`config.mk`:
```
export PLATFORM = sky130hd
export DESIGN_NAME = mat_result_tx_flat
export DESIGN_NICKNAME = d
export VERILOG_FILES = /design/src/rtl/mat_maven_pkg.sv /design/src/rtl/mat_result_tx_if.sv /design/src/rtl/mat_result_tx.sv /design/src/flat_wrapper.sv
export SDC_FILE = /design/constraint.sdc
export NUM_CORES = 1
export LEC_CHECK = 0
export CAP_MARGIN = 20
export CORE_ASPECT_RATIO = 1.5
export CORE_MARGIN = 8
export CORE_UTILIZATION = 30
export DETAILED_ROUTE_END_ITERATION = 16
export GPL_ROUTABILITY_DRIVEN = 0
export PLACE_DENSITY = 0.59
export SYNTH_ARGS = -nofsm -noshare
export SYNTH_HDL_FRONTEND = slang
export SYNTH_SLANG_ARGS = --single-unit
```
`constraint.sdc`:
```
create_clock -name clk -period 3.2 [get_ports clk]
set_clock_uncertainty 0.15 [all_clocks]
set_input_delay 0.32 -clock clk [delete_from_list [all_inputs] [get_ports clk]]
set_output_delay 0.32 -clock clk [all_outputs]
set_load 0.02 [all_outputs]
```
`src/rtl/mat_maven_pkg.sv`:
```
// Shared constants for the matrix accelerator result framer.
// Frame length grows by one checksum byte under MAT_RESULT_TX_CHECKSUM_EN.
package mat_maven_pkg;

  localparam logic [7:0] MAT_HEADER = 8'hFF;

  localparam logic [1:0] S_IDLE = 2'd0;
  localparam logic [1:0] S_SEND = 2'd1;
  localparam logic [1:0] S_GAP  = 2'd2;
  localparam logic [1:0] S_DONE = 2'd3;

  localparam logic [2:0] IDX_HDR = 3'd0;
  localparam logic [2:0] IDX_ID  = 3'd1;
  localparam logic [2:0] IDX_C11 = 3'd2;
  localparam logic [2:0] IDX_C12 = 3'd3;
  localparam logic [2:0] IDX_C21 = 3'd4;
  localparam logic [2:0] IDX_C22 = 3'd5;

`ifdef MAT_RESULT_TX_CHECKSUM_EN
  localparam logic [2:0] IDX_CSUM = 3'd6;
  localparam int FRAME_LEN = 7;
`else
  localparam int FRAME_LEN = 6;
`endif

  localparam logic [2:0] IDX_LAST = 3'(FRAME_LEN - 1);

endpackage

```
`src/rtl/mat_result_tx_if.sv`:
```
// Job intake and UART byte handshake bundle for mat_result_tx.
// slave = framer, master = compute side plus UART transmitter.
interface mat_result_tx_if;

  logic       job_valid;
  logic       job_ready;
  logic [7:0] job_id;
  logic [7:0] c11;
  logic [7:0] c12;
  logic [7:0] c21;
  logic [7:0] c22;
  logic [7:0] tx_data;
  logic       tx_valid;
  logic       tx_ready;
  logic       frame_done;

  modport master (
    output job_valid, job_id,
    output c11, c12, c21, c22,
    output tx_ready,
    input  job_ready, tx_data,
    input  tx_valid, frame_done
  );

  modport slave (
    input  job_valid, job_id,
    input  c11, c12, c21, c22,
    input  tx_ready,
    output job_ready, tx_data,
    output tx_valid, frame_done
  );

endinterface

```
`src/rtl/mat_result_tx.sv`:
```
// Serializes a 2x2 result matrix as FF, id, c11, c12, c21, c22 bytes.
// MAT_RESULT_TX_CHECKSUM_EN appends an XOR checksum byte.
module mat_result_tx
  import mat_maven_pkg::*;
#(
  parameter logic [7:0] HEADER_BYTE = MAT_HEADER,
  parameter int         GAP_CYCLES  = 0
) (
  input  logic           clk,
  input  logic           rst,
  mat_result_tx_if.slave bus
);

  localparam logic [15:0] GAP_LD = 16'(GAP_CYCLES);

  logic [1:0]  state;
  logic [2:0]  idx;
  logic [15:0] gap_cnt;
  logic [7:0]  r_id;
  logic [7:0]  r_c11;
  logic [7:0]  r_c12;
  logic [7:0]  r_c21;
  logic [7:0]  r_c22;
  logic [7:0]  byte_sel;
  logic        last;

`ifdef MAT_RESULT_TX_CHECKSUM_EN
  logic [7:0] r_csum;

  always_ff @(posedge clk or posedge rst) begin
    if (rst) begin
      r_csum <= 8'h00;
    end else if (state == S_IDLE && bus.job_valid) begin
      r_csum <= bus.job_id ^ bus.c11 ^ bus.c12
              ^ bus.c21 ^ bus.c22;
    end
  end
`endif

  assign last = (idx == IDX_LAST);

  always_ff @(posedge clk or posedge rst) begin
    if (rst) begin
      state   <= S_IDLE;
      idx     <= 3'd0;
      gap_cnt <= 16'd0;
      r_id    <= 8'h00;
      r_c11   <= 8'h00;
      r_c12   <= 8'h00;
      r_c21   <= 8'h00;
      r_c22   <= 8'h00;
    end else begin
      unique case (state)
        S_IDLE: begin
          if (bus.job_valid) begin
            r_id  <= bus.job_id;
            r_c11 <= bus.c11;
            r_c12 <= bus.c12;
            r_c21 <= bus.c21;
            r_c22 <= bus.c22;
            idx   <= 3'd0;
            state <= S_SEND;
          end
        end
        S_SEND: begin
          if (bus.tx_ready) begin
            if (last) begin
              state <= S_DONE;
            end else begin
              idx <= idx + 3'd1;
              if (GAP_CYCLES > 0) begin
                gap_cnt <= GAP_LD;
                state   <= S_GAP;
              end
            end
          end
        end
        // Counter reaching 1 marks the final idle cycle.
        S_GAP: begin
          gap_cnt <= gap_cnt - 16'd1;
          if (gap_cnt == 16'd1) begin
            state <= S_SEND;
          end
        end
        S_DONE: begin
          state <= S_IDLE;
        end
        default: begin
          state <= S_IDLE;
        end
      endcase
    end
  end

  always_comb begin
    byte_sel = 8'h00;
    unique case (1'b1)
      idx == IDX_HDR:  byte_sel = HEADER_BYTE;
      idx == IDX_ID:   byte_sel = r_id;
      idx == IDX_C11:  byte_sel = r_c11;
      idx == IDX_C12:  byte_sel = r_c12;
      idx == IDX_C21:  byte_sel = r_c21;
      idx == IDX_C22:  byte_sel = r_c22;
`ifdef MAT_RESULT_TX_CHECKSUM_EN
      idx == IDX_CSUM: byte_sel = r_csum;
`endif
      default:         byte_sel = 8'h00;
    endcase
  end

  // Outputs decode registered state only, so tx_ready never
  // reaches tx_valid and reset clears them immediately.
  assign bus.tx_valid   = (state == S_SEND);
  assign bus.tx_data    = (state == S_SEND) ? byte_sel : 8'h00;
  assign bus.job_ready  = (state == S_IDLE);
  assign bus.frame_done = (state == S_DONE);

endmodule

```
`src/flat_wrapper.sv`:
```
// flat-port wrapper written by rule: the top's interface ports become plain ports
module mat_result_tx_flat import mat_maven_pkg::*;
#(
  parameter logic [7:0] HEADER_BYTE = MAT_HEADER,
  parameter int         GAP_CYCLES  = 0
)
  (clk, rst, bus_job_valid, bus_job_id, bus_c11, bus_c12, bus_c21, bus_c22, bus_tx_ready, bus_job_ready, bus_tx_data, bus_tx_valid, bus_frame_done);
  mat_result_tx_if bus_i ();
  input  logic clk;
  input  logic rst;
  input wire logic [$bits(bus_i.job_valid)-1:0] bus_job_valid;
  input wire logic [$bits(bus_i.job_id)-1:0] bus_job_id;
  input wire logic [$bits(bus_i.c11)-1:0] bus_c11;
  input wire logic [$bits(bus_i.c12)-1:0] bus_c12;
  input wire logic [$bits(bus_i.c21)-1:0] bus_c21;
  input wire logic [$bits(bus_i.c22)-1:0] bus_c22;
  input wire logic [$bits(bus_i.tx_ready)-1:0] bus_tx_ready;
  output wire logic [$bits(bus_i.job_ready)-1:0] bus_job_ready;
  output wire logic [$bits(bus_i.tx_data)-1:0] bus_tx_data;
  output wire logic [$bits(bus_i.tx_valid)-1:0] bus_tx_valid;
  output wire logic [$bits(bus_i.frame_done)-1:0] bus_frame_done;
  assign bus_i.job_valid = bus_job_valid;
  assign bus_i.job_id = bus_job_id;
  assign bus_i.c11 = bus_c11;
  assign bus_i.c12 = bus_c12;
  assign bus_i.c21 = bus_c21;
  assign bus_i.c22 = bus_c22;
  assign bus_i.tx_ready = bus_tx_ready;
  assign bus_job_ready = bus_i.job_ready;
  assign bus_tx_data = bus_i.tx_data;
  assign bus_tx_valid = bus_i.tx_valid;
  assign bus_frame_done = bus_i.frame_done;
  mat_result_tx #(.HEADER_BYTE(HEADER_BYTE), .GAP_CYCLES(GAP_CYCLES)) u_core (.clk(clk), .rst(rst), .bus(bus_i));
endmodule
```
=== Yosys cells after proc, flatten, opt, wreduce, memory -nomap -nowiden ===
Cells that the tools add are included.

* Add/subtract/negate cells: 2
* Eq/ne operators: 14
* Muxes and demuxes: 11
* Reduce and logical (&&, ||, !) cells: 6

{| class="wikitable"
|+ Operators with widths
! operator !! number
|-
| one-hot mux 8 bit (6 select lines) || 1
|-
| == test 16 x 1 -> 1 bit, second input constant || 1
|-
| subtractor 16 x 1 -> 16 bit, second input constant || 1
|-
| two-way mux 3 bit || 3
|-
| two-way mux 2 bit || 4
|-
| two-way mux 8 bit || 1
|-
| one-hot mux 2 bit (4 select lines) || 1
|-
| AND reduction 4 bit || 2
|-
| == test 3 x 2 -> 1 bit, second input constant || 2
|-
| == test 3 bit, second input constant || 2
|-
| inequality test 2 bit, second input constant || 3
|-
| one-hot mux 3 bit (2 select lines) || 1
|-
| == test 2 bit, second input constant || 2
|-
| inequality test 2 x 1 -> 1 bit, second input constant || 2
|-
| adder 3 x 1 -> 3 bit, second input constant || 1
|-
| == test 3 x 1 -> 1 bit, second input constant || 1
|-
| logical NOT 3 bit || 1
|-
| == test 2 x 1 -> 1 bit, second input constant || 1
|-
| logical NOT 2 bit || 1
|-
| AND reduction 2 bit || 1
|-
| nonzero test 2 bit || 1
|}

* Register bits after elaboration: 61
* Input port bits: 44

=== Depth between registers and ports, before layout ===
Gate-level depths: netlist of the first run.

* Depth after elaboration: 4
* Mapped depth: 8
* Mapped depth without buffers: 6

=== Least setup slack after synthesis of the first run ===
OpenSTA, ideal clock, no wires.

* Kind: reg-to-output
* From: reg u_core.idx[1]
* To: out bus_tx_data[0]
* Data arrival time: 1724 ps
* Setup slack: 1006 ps
* Stages on the path, launching flop included: 9
* Path buffers: 2
* Cells stage by stage: dfrtp_1 -> inv_1 -> ha_1 -> buf_2 -> and2_1 -> clkbuf_1 -> a222oi_1 -> o21a_1 -> a21oi_1

* Word-level cells in the longest chain between the ends: 3
* Elaborated cells on any way between the ends: 8
* Classes of those cells: eq/ne: 5; mux: 2; reduce/logical: 1

{| class="wikitable"
|+ RTL lines
! element !! RTL line !! text
|-
| from (decl) || mat_result_tx.sv:17 || <nowiki>logic [2:0] idx;</nowiki>
|-
| from (signal assigned) || mat_result_tx.sv:70 || <nowiki>idx <= idx + 3'd1;</nowiki>
|-
| == test 3 bit, or another cell as far along || mat_result_tx.sv:103 || <nowiki>idx == IDX_C22: byte_sel = r_c22;</nowiki>
|-
| one-hot mux 8 bit (6 select lines) * || mat_result_tx.sv:97 || <nowiki>unique case (1'b1)</nowiki>
|-
| two-way mux 8 bit * || mat_result_tx.sv:114 || <nowiki>assign bus.tx_data = (state == S_SEND) ? byte_sel : 8'h00;</nowiki>
|-
| to (decl) || flat_wrapper.sv:19 || <nowiki>output wire logic [$bits(bus_i.tx_data)-1:0] bus_tx_data;</nowiki>
|}

Mark *: on every way between the ends. The rest lies on a longest branch, timed or not.

=== Worst setup path in the final report of the first run ===
* From: reg u_core.idx[1]
* To: out bus_tx_data[6]

Same word-level chain as after synthesis.

==> results.ini, run 1 <==
[outcome]
outcome=finished, final reports clean

[power]
combinationalPowerShare_pct=39.8
switching_power_mw=1.33
power_density_nw_per_um2=1030
p_leak_nw=1.64
swShare_pct=34.3
vdd_ir_drop_max_mv=0.438
p_int_mw=2.56
seqPwrFrac_pct=36.1
clock_power_share_pct=24.0

[grt]
antenna_found_initial=0
grt_overflow=0
grt_usage_pct=11.1
grt_pass1_vias=2135
grt_max_degree=62
grt_pass1_wl_um=11000

[finish]
nets=336
syn2layout_area_growth_pct=33.1
drive_above_1_share_pct=24.5
fill_cells=907
n_antenna_cell=0

[synthesis]
yosys.area.top_type_share_pct=53.6
synth_fp_nets=281
synth.ff_latch_count=61
avgSynthCellArea_um2=12.4
yosys.area.top_type=dfrtp_1
syn_inst=230
synth.area.top_cells=dfrtp_1, mux2_2, a221oi_1
yosysWarnings=0
synth_seq_area_share_pct=53.6
syn_area_um2=2850
ys_types=34

[sta]
rsz0062_at_grt=false
slew_headroom_pct=47.5
fmax_mhz=339
period_share_pct=92.1
tns_ns=0
worst_pin_slew_ns=0.788
maxSlewViolCount=0
setup_viol_count_final=0
period_needed_ns=2.95
finalHoldViolCount=0
whs_ns=0.317

[clock_tree]
clk_pin_slew_worst_paths_ns=0.05
post_cts_buffers=0
cts_hold_buf=0
cts_root_buf=clkbuf_16
cts.htree.levels=3
cts_num_sinks=61
cts_resized=0
clk_latency_ns=0.32
cts_tree=yes
numCtsBuffers=9
clockBufferDepth=2

[min_path]
hp-class=register to register
min-delay-start=u_core.gap_cnt[13]
min_to=u_core.gap_cnt[13]
min_path_cells=1

[detailed_routing]
routed_wl_um=6410
via_per_inst=4.82
drt-wirelength-per-cell_um=15.9
drc_errors=0
drt_iter0_markers=84
ant_nets=0
num_vias=1938
first_pass_iters=4

[setup_path]
r2r_cells=4
r2r_start=u_core.state[0]
r2r_end=u_core.r_id[5]
path_max_fanout=9
end_kind=primary output
critPathArrivalTime_ns=2.48
critPathRequiredTime_ns=2.73
reg2reg_slack_ns=1.27
setup.worst_path.start_class=register
path_class=register to primary output

[floorplan]
die_h_um=135
fp-row-count=43
core_um2=9250
initial_core_util_pct=30.8
dieArea_um2=12900
ios=55
die_w_um=95.6

[placement]
numPortBuffers=54
place_hpwl_um=4710

[flow_run]
cap_violations=0

==> flip-flops by register name (all words and copies together), names as in the netlist <==
name,cells
u_core.idx,3
u_core.gap_cnt,16
u_core.r_c12,8
u_core.state,2
u_core.r_c11,8
u_core.r_c22,8
u_core.r_c21,8
u_core.r_id,8
==> worst max-delay path: stages, from the launching register on <==
cell	delay, ns
dfrtp_1	0.39
inv_1	0.11
ha_1	0.17
and2_1	0.36
a222oi_1	0.17
o21a_1	0.14
a21oi_1	0.18
clkdlybuf4s50_1	0.64
==> logic make-up after synthesis <==
group / synth area share, %
AO/OA/AOI/OAI: 8.61
XOR/XNOR: 4.61
adder cells (fa/ha/maj): 3.08
buffers and inverters: 3.08
flip-flops: 53.6
multiplexers: 15.8
AND/OR/NAND/NOR: 11.2
==> power by group through the flow <==
| stage | clock (mW) | sequential, mW | combinational [mW] |
|---|---|---|---|
| final | 0.934 | 1.40 | 1.55 |
| after global routing | 1.00 | 1.46 | 1.72 |
| after CTS | 0.963 | 1.41 | 1.58 |
| after detailed placement | 0 | 1.42 | 1.57 |
| after global placement | 0 | 1.42 | 1.54 |
| after floorplan | 0 | 1.30 | 1.12 |
==> Yosys cell counts <==
| master | n |
|---|---|
| dfrtp_1 | 61 |
| mux2_2 | 40 |
| nand2_1 | 12 |
| a21oi_1 | 11 |
| a221oi_1 | 10 |
| nor2_1 | 10 |
| xor2_1 | 9 |
| inv_1 | 8 |
| buf_2 | 7 |
| ha_1 | 7 |
| clkbuf_1 | 6 |
| xnor2_1 | 6 |
| nor3_1 | 4 |
| a222oi_1 | 3 |
| and2_1 | 3 |
| nor2b_1 | 3 |
| o21a_1 | 3 |
| o21ai_0 | 3 |
| o22ai_1 | 3 |
| nand2b_1 | 2 |
| nand3_1 | 2 |
| nor3_2 | 2 |
| nor4_2 | 2 |
| or4_1 | 2 |
| or4_4 | 2 |
| a31oi_1 | 1 |
| a32o_1 | 1 |
| and2b_2 | 1 |
| nand2_2 | 1 |
| nand3b_1 | 1 |
| nand4b_1 | 1 |
| nor3b_2 | 1 |
| nor4_1 | 1 |
| nor4b_4 | 1 |
==> cell usage in the layout (no fill, tap or decap), types with 3 or more instances in the layout <==
cell type | Yosys | final
a221oi_1 | 10 | 10
o21ai_0 | 3 | 3
dfrtp_1 | 61 | 61
nor2b_1 | 3 | 3
a222oi_1 | 3 | 3
inv_1 | 8 | 7
a21oi_1 | 11 | 11
clkdlybuf4s50_1 | 0 | 54
clkinv_2 | 0 | 4
xor2_1 | 9 | 9
ha_1 | 7 | 6
mux2_2 | 40 | 40
nor3_1 | 4 | 4
o22ai_1 | 3 | 3
xnor2_1 | 6 | 6
clkbuf_16 | 0 | 9
nor2_1 | 10 | 10
buf_4 | 0 | 3
o21a_1 | 3 | 3
nand2_1 | 12 | 12
==> worst max-delay path by stage <==
stage                        startpoint        endpoint  slack, ns  cells past startpoint
after floorplan           u_core.idx[1]  bus_tx_data[0]       1.01                      8
after global placement    u_core.idx[0]  bus_tx_data[0]       0.61                      6
after detailed placement  u_core.idx[0]  bus_tx_data[6]       0.49                      6
after CTS                 u_core.idx[0]  bus_tx_data[6]       0.14                      6
after global routing      u_core.idx[1]  bus_tx_data[6]       0.13                      7
final                     u_core.idx[1]  bus_tx_data[6]       0.25                      7
==> stage by stage <==
stage | setup WS [ns] | cell area [µm²] | power [mW] | util (%) | instances
final | 0.254 | 3790 | 3.89 | 41.0 | 402
after floorplan | 1.01 | 2850 | 2.42 | - | 230
after detailed placement | 0.489 | 3490 | 2.99 | 37.8 | 386
after CTS | 0.141 | 3790 | 3.95 | 40.9 | 402
after global placement | 0.612 | 3490 | 2.96 | 37.8 | 386
after global routing | 0.132 | 3790 | 4.18 | 41.0 | 402
==> routing by layer <==
metal  track usage [%]  wire (µm)
met2              16.8       3150
met1              14.0       2800
met3              4.22        403
met4              4.12         50
met5                 0          0
==> area by class of cell <==
class | instances | area (µm²) | share of cell area, %
multi-input combinational | 148 | 1240 | 32.7
inverter | 8 | 30.0 | 0.792
clock inverter | 5 | 50.0 | 1.32
timing repair buffer | 57 | 563 | 14.9
tap | 112 | 140 | 3.70
clock buffer | 11 | 243 | 6.40
sequential | 61 | 1530 | 40.3
(Power assumes the default switching activity.)
==> run 2, diff against run 1 <==
--- a/config.mk
+++ b/config.mk
@@ -5,12 +5,12 @@
 export SDC_FILE = /design/constraint.sdc
 export NUM_CORES = 1
 export LEC_CHECK = 0
-export CAP_MARGIN = 20
 export CORE_ASPECT_RATIO = 1.5
 export CORE_MARGIN = 8
 export CORE_UTILIZATION = 30
 export DETAILED_ROUTE_END_ITERATION = 16
 export GPL_ROUTABILITY_DRIVEN = 0
+export HOLD_SLACK_MARGIN = 0.15
 export PLACE_DENSITY = 0.59
 export SYNTH_ARGS = -nofsm -noshare
 export SYNTH_HDL_FRONTEND = slang
==> results of run 2 <==
Final layout, timing and power as in run 1 (identical DEF).
==> run 3, diff against run 2 <==
--- a/config.mk
+++ b/config.mk
@@ -9,7 +9,6 @@
 export CORE_MARGIN = 8
 export CORE_UTILIZATION = 30
 export DETAILED_ROUTE_END_ITERATION = 16
-export GPL_ROUTABILITY_DRIVEN = 0
 export HOLD_SLACK_MARGIN = 0.15
 export PLACE_DENSITY = 0.59
 export SYNTH_ARGS = -nofsm -noshare
==> results of run 3 <==
Final layout, timing and power as in run 1 (identical DEF).
